[config.mk]
export PLATFORM = sky130hd
export DESIGN_NAME = vram_arbiter
export DESIGN_NICKNAME = d
export VERILOG_FILES = /design/src/rtl/vram_pkg.sv /design/src/rtl/vram_arbiter_tag_pipe.sv /design/src/rtl/vram_arbiter.sv
export SDC_FILE = /design/constraint.sdc
export NUM_CORES = 1
export LEC_CHECK = 0
export ABC_AREA = 1
export CAP_MARGIN = 20
export CORE_UTILIZATION = 45
export DETAILED_ROUTE_END_ITERATION = 10
export HOLD_SLACK_MARGIN = 0.12
export PLACE_DENSITY = 0.95
export REMOVE_ABC_BUFFERS = 1
export SYNTH_ARGS = -nofsm -noshare
export SYNTH_HDL_FRONTEND = slang
export SYNTH_SLANG_ARGS = --single-unit
[constraint.sdc]
create_clock -name clk_in -period 3.3 [get_ports clk_in]
set_input_delay 0.33 -clock clk_in [delete_from_list [all_inputs] [get_ports clk_in]]
set_output_delay 0.33 -clock clk_in [all_outputs]
set_load 0.05 [all_outputs]
[src/rtl/vram_pkg.sv]
// +----------------------------------------------------------------------------+
// | vram_pkg : shared types and defaults for the video RAM arbiter             |
// | Rev 1.0  : initial release                                                 |
// +----------------------------------------------------------------------------+
`default_nettype none

package vram_pkg;

  localparam int VRAM_ADDR_W = 17;
  localparam int VRAM_DATA_W = 32;

  typedef enum logic [0:0] {
    REQ_VID = 1'b0,
    REQ_CPU = 1'b1
  } req_id_t;

  typedef enum logic [0:0] {
    VID_PRI   = 1'b0,
    CPU_FORCE = 1'b1
  } arb_state_t;

  typedef struct packed {
    logic    valid;
    req_id_t id;
  } rd_tag_t;

  localparam int TAG_W = $bits(rd_tag_t);

endpackage

`default_nettype wire

[src/rtl/vram_arbiter_tag_pipe.sv]
// +----------------------------------------------------------------------------+
// | rsp_tag_pipe : fixed-depth shift register of read tags, async clear        |
// | Rev 1.0      : initial release                                             |
// +----------------------------------------------------------------------------+
`default_nettype none

module rsp_tag_pipe
  import vram_pkg::*;
#(
  parameter int DEPTH = 3
) (
  input  logic             clk,
  input  logic             rst_n,
  input  logic [TAG_W-1:0] i_tag,
  output logic [TAG_W-1:0] o_tag
);

  logic [DEPTH-1:0][TAG_W-1:0] r_stage;

  generate
    if (DEPTH == 1) begin : g_single
      always_ff @(posedge clk or negedge rst_n) begin
        if (!rst_n) r_stage <= '0;
        else        r_stage[0] <= i_tag;
      end
    end else begin : g_shift
      always_ff @(posedge clk or negedge rst_n) begin
        if (!rst_n) r_stage <= '0;
        else        r_stage <= {r_stage[DEPTH-2:0], i_tag};
      end
    end
  endgenerate

  assign o_tag = r_stage[DEPTH-1];

endmodule

`default_nettype wire

[src/rtl/vram_arbiter.sv]
// +----------------------------------------------------------------------------+
// | vram_arbiter : VID-priority / CPU starvation-guarded single-port VRAM mux  |
// | Optional stall/forced-grant counters: define VRAM_ARB_STATS_EN             |
// | Rev 1.0      : initial release                                             |
// +----------------------------------------------------------------------------+
`default_nettype none

module vram_arbiter
  import vram_pkg::*;
#(
  parameter int ADDR_W       = VRAM_ADDR_W,
  parameter int DATA_W       = VRAM_DATA_W,
  parameter int RD_LAT       = 2,
  parameter int STARVE_LIMIT = 8
) (
  input  logic                clk_in,
  input  logic                rst_n_in,
  input  logic                vid_req_valid_in,
  output logic                vid_req_ready_out,
  input  logic [ADDR_W-1:0]   vid_addr_in,
  output logic                vid_rsp_valid_out,
  output logic [DATA_W-1:0]   vid_rsp_data_out,
  input  logic                cpu_req_valid_in,
  output logic                cpu_req_ready_out,
  input  logic                cpu_we_in,
  input  logic [DATA_W/8-1:0] cpu_wstrb_in,
  input  logic [ADDR_W-1:0]   cpu_addr_in,
  input  logic [DATA_W-1:0]   cpu_wdata_in,
  output logic                cpu_rsp_valid_out,
  output logic [DATA_W-1:0]   cpu_rsp_data_out,
  output logic                mem_en_out,
  output logic [DATA_W/8-1:0] mem_we_out,
  output logic [ADDR_W-1:0]   mem_addr_out,
  output logic [DATA_W-1:0]   mem_wdata_out,
`ifdef VRAM_ARB_STATS_EN
  output logic [31:0]         cpu_stall_cycles_out,
  output logic [15:0]         forced_grants_out,
`endif
  input  logic [DATA_W-1:0]   mem_rdata_in
);

  localparam int CNT_W = $clog2(STARVE_LIMIT + 1);
  localparam logic [CNT_W-1:0] c_starve_max = CNT_W'(STARVE_LIMIT);

  arb_state_t       r_state, w_state_nxt;
  logic [CNT_W-1:0] r_starve_cnt, w_starve_nxt;
  logic             w_vid_ready, w_cpu_ready;
  logic             w_vid_grant, w_cpu_grant;
  rd_tag_t          w_tag_in, w_tag_out;
  logic [TAG_W-1:0] w_tag_out_raw;

  // Ready is forced low while reset is asserted so no request is accepted.
  always_comb begin
    w_vid_ready  = 1'b0;
    w_cpu_ready  = 1'b0;
    w_state_nxt  = r_state;
    w_starve_nxt = r_starve_cnt;
    case (r_state)
      VID_PRI: begin
        w_vid_ready = rst_n_in;
        w_cpu_ready = rst_n_in & ~vid_req_valid_in;
      end
      CPU_FORCE: w_cpu_ready = rst_n_in;
      default: ;
    endcase
    w_vid_grant = vid_req_valid_in & w_vid_ready;
    w_cpu_grant = cpu_req_valid_in & w_cpu_ready;
    if (w_cpu_grant)
      w_starve_nxt = '0;
    else if (cpu_req_valid_in && (r_starve_cnt != c_starve_max))
      w_starve_nxt = r_starve_cnt + 1'b1;
    // Switching on the upcoming count lets the forced grant land on the
    // cycle right after the STARVE_LIMIT-th lost cycle.
    case (r_state)
      VID_PRI:   if (w_starve_nxt == c_starve_max) w_state_nxt = CPU_FORCE;
      CPU_FORCE: if (w_cpu_grant) w_state_nxt = VID_PRI;
      default:   w_state_nxt = VID_PRI;
    endcase
  end

  assign vid_req_ready_out = w_vid_ready;
  assign cpu_req_ready_out = w_cpu_ready;

  always_ff @(posedge clk_in or negedge rst_n_in) begin
    if (!rst_n_in) begin
      r_state      <= VID_PRI;
      r_starve_cnt <= '0;
    end else begin
      r_state      <= w_state_nxt;
      r_starve_cnt <= w_starve_nxt;
    end
  end

  always_ff @(posedge clk_in or negedge rst_n_in) begin
    if (!rst_n_in) begin
      mem_en_out    <= 1'b0;
      mem_we_out    <= '0;
      mem_addr_out  <= '0;
      mem_wdata_out <= '0;
    end else begin
      mem_en_out <= w_vid_grant | w_cpu_grant;
      mem_we_out <= (w_cpu_grant && cpu_we_in) ? cpu_wstrb_in : '0;
      if (w_vid_grant) begin
        mem_addr_out <= vid_addr_in;
      end else if (w_cpu_grant) begin
        mem_addr_out  <= cpu_addr_in;
        mem_wdata_out <= cpu_wdata_in;
      end
    end
  end

  always_comb begin
    w_tag_in       = '0;
    w_tag_in.valid = w_vid_grant | (w_cpu_grant & ~cpu_we_in);
    w_tag_in.id    = w_vid_grant ? REQ_VID : REQ_CPU;
  end

  rsp_tag_pipe #(
    .DEPTH (1 + RD_LAT)
  ) u_tag_pipe (
    .clk   (clk_in),
    .rst_n (rst_n_in),
    .i_tag (w_tag_in),
    .o_tag (w_tag_out_raw)
  );

  assign w_tag_out = rd_tag_t'(w_tag_out_raw);

  always_ff @(posedge clk_in or negedge rst_n_in) begin
    if (!rst_n_in) begin
      vid_rsp_valid_out <= 1'b0;
      vid_rsp_data_out  <= '0;
      cpu_rsp_valid_out <= 1'b0;
      cpu_rsp_data_out  <= '0;
    end else begin
      vid_rsp_valid_out <= w_tag_out.valid && (w_tag_out.id == REQ_VID);
      cpu_rsp_valid_out <= w_tag_out.valid && (w_tag_out.id == REQ_CPU);
      if (w_tag_out.valid && (w_tag_out.id == REQ_VID)) vid_rsp_data_out <= mem_rdata_in;
      if (w_tag_out.valid && (w_tag_out.id == REQ_CPU)) cpu_rsp_data_out <= mem_rdata_in;
    end
  end

`ifdef VRAM_ARB_STATS_EN
  logic [31:0] r_stall_cnt;
  logic [15:0] r_forced_cnt;

  always_ff @(posedge clk_in or negedge rst_n_in) begin
    if (!rst_n_in) begin
      r_stall_cnt  <= '0;
      r_forced_cnt <= '0;
    end else begin
      if (cpu_req_valid_in && !w_cpu_grant && !(&r_stall_cnt))
        r_stall_cnt <= r_stall_cnt + 1'b1;
      if (w_cpu_grant && (r_state == CPU_FORCE) && !(&r_forced_cnt))
        r_forced_cnt <= r_forced_cnt + 1'b1;
    end
  end

  assign cpu_stall_cycles_out = r_stall_cnt;
  assign forced_grants_out    = r_forced_cnt;
`endif

endmodule

`default_nettype wire

==> metrics.txt <==
worst r2r src r_state; CTS tree done; first-pass GRT wire length 21200 microns; Post-DP HPWL 9350 microns; post-CTS setup buffer count 0; Yosys top cell by area dfrtp_1; Peak VDD IR 664 uV; CP max FO 3; sequential element share of the synthesized area 64.6%; DR WL/cell 14.2 microns; number of flops mapped to enable cells by yosys 0; kind of critical path register to output pin; grt total ovfl 0; wirelength, routed 13100 microns; 1st-iter DRT viols 272; placed cell count 892; Die Height 108 microns; DR pass1 iterations 4; Synth warnings 0; synth top area cells dfrtp_1 (65%), nand2_1 (16%), o21ai_0 (6.3%); FMAX 0.459 GHz; chip width 108 microns; Unique masters post-synth 19; cts-stage hold buffer count 0; Slew HR 41.2%; Worst EP arrival 1850 ps; ANT cells 0; vias in the first global route 4489; outcome completed; Core Area 10900 sq um; crit path capture type output pin; Sink Count 131; nets 881; power per cell area 1040 nW/um^2; Critical Path RT 2970 ps; Top FF cell, synth dfrtp_1; post_cts resized 0; ys async rst share 100%; Root Driver clkbuf_16; final estimated routing congestion in global placement 0.779; Synth top cells by count nand2_1 (212), dfrtp_1 (131), o21ai_0 (64), inv_1 (48), nand3_1 (38); Final Util 73.1%; area post-placement 7410 sq um; count leader, synth nand2_1; HP Class input port to asynchronous set/reset pin; total CTS buffers 17; DR vias/cell 4.87; maximum buffer depth of the clock tree 2; Critical Path Start Type register; clk_skew 9.93 ps; CTS H-tree lvls 4; top-area cell type share of the netlist area 64.6%; Remaining DRCs 0; largest net degree at the start of global routing 73; Row Count 38; initial antenna violation count 0; Worst-path clk slew 50 ps; Finished Layout Cells 923; Ports 229; Worst Tran Pin Value 882 ps; Antenna Nets Post-Route 0; layout cells sized above 1 6.39%; synthesized flop and latch total 131; port bufs 228; Hold Vio Cnt, Final 0; crit share post-route 66.0%; hold slack 160 ps; Slew Limit Fails 0; TNS Setup 0 ps; Syn Area/Cell 9.26 sq um; Syn Inst Count 548; gr usage total 23.5%; Max Cap Violations 0; cell area after synthesis 5080 sq um; Finished Cell Area 8000 sq um; die area 11700 sq um; min cycle time layout 2180 ps; # setup viols final 0; crit path from r_state; initial core utilization 46.4%; Pleak 3.86 nW; routed via count 4496; fillcell total 751; Area Overhead vs Synth 57.5%; RSZ-0062 raised after global routing no; clk_lat worst skew 400 ps
cells in the final DEF (no fill, tap or decap), drive strengths merged:
cell type	count
clkdlybuf4s50	227
nand2	215
dfrtp	131
o21ai	65
inv	55
nand3	41
clkbuf	17
nor2	11
clkinv	6
buf	5
clkinvlp	3
ha	2
bufinv	2
or2	1
a21oi	1
nand4	1
metal layers:
layer	GRT usage (%)	vias to the layer above	part of all wire, %
met3	8.38	8	9.4
li1	-	2151	-
met5	0	-	0
met1	27.8	2134	41
met2	40.5	203	49
met4	6.36	0	0.79
cell families (layout without fill, tap and decap cells):
| family | Yosys count | in the layout | synth area share (%) |
|---|---|---|---|
| fa+ha+maj | 2 | 2 | 0.493 |
| buf+inv | 80 | 315 | 6.80 |
| compound gates | 66 | 66 | 6.58 |
| flops | 131 | 131 | 64.6 |
| simple gates | 269 | 269 | 21.5 |
registers in the layout (all words and copies together) (netlist names):
| signal | count |
|---|---|
| vid_rsp_valid_out | 1 |
| u_tag_pipe.r_stage | 4 |
| cpu_rsp_valid_out | 1 |
| mem_wdata_out | 32 |
| mem_en_out | 1 |
| mem_addr_out | 17 |
| u_tag_pipe.o_tag | 2 |
| mem_we_out | 4 |
| r_state | 1 |
| r_starve_cnt | 4 |
| cpu_rsp_data_out | 32 |
| vid_rsp_data_out | 32 |
worst max-delay path, cell delays in order (launching register included):
cell and delay, ps:
dfrtp_1 400, inv_2 60, nand2_2 60, inv_1 40, nor2_1 80, clkdlybuf4s50_1 820
through the flow:
step	total power, mW	setup slack (ps)
2_1_floorplan	5.02	1130
3_3_place_gp	6.44	1180
3_5_place_dp	6.55	1160
4_1_cts	8.36	1080
5_1_grt	8.72	1030
6_report	8.32	1120
final timing paths:
kind	to	slack, ps	cells past startpoint
hold / removal	r_state	160	2
setup / recovery	cpu_req_ready_out	1120	5
max in group asynchronous	cpu_rsp_data_out[16]	1870	3
setup reg to reg	mem_addr_out[7]	1580	5
min in group clk_in	u_tag_pipe.o_tag[0]	350	0
hold reg to reg	u_tag_pipe.o_tag[0]	350	0
where the power goes:
group	switching [mW]	leakage (nW)	total, mW	internal (mW)
Combinational	2.72	1.97	4.02	1.29
Clock	0.686	0.271	1.79	1.10
Sequential	0.332	1.62	2.51	2.18
layout make-up:
cell class | count | area, sq um | area share (%)
clock inverter | 13 | 138 | 1.72
clock buffer | 17 | 425 | 5.32
tap | 140 | 175 | 2.19
multi-input combinational | 337 | 1460 | 18.2
timing repair buffer | 232 | 2330 | 29.1
inverter | 53 | 199 | 2.49
sequential | 131 | 3280 | 41.0
Note: power is estimated with default switching activity, not from simulation.
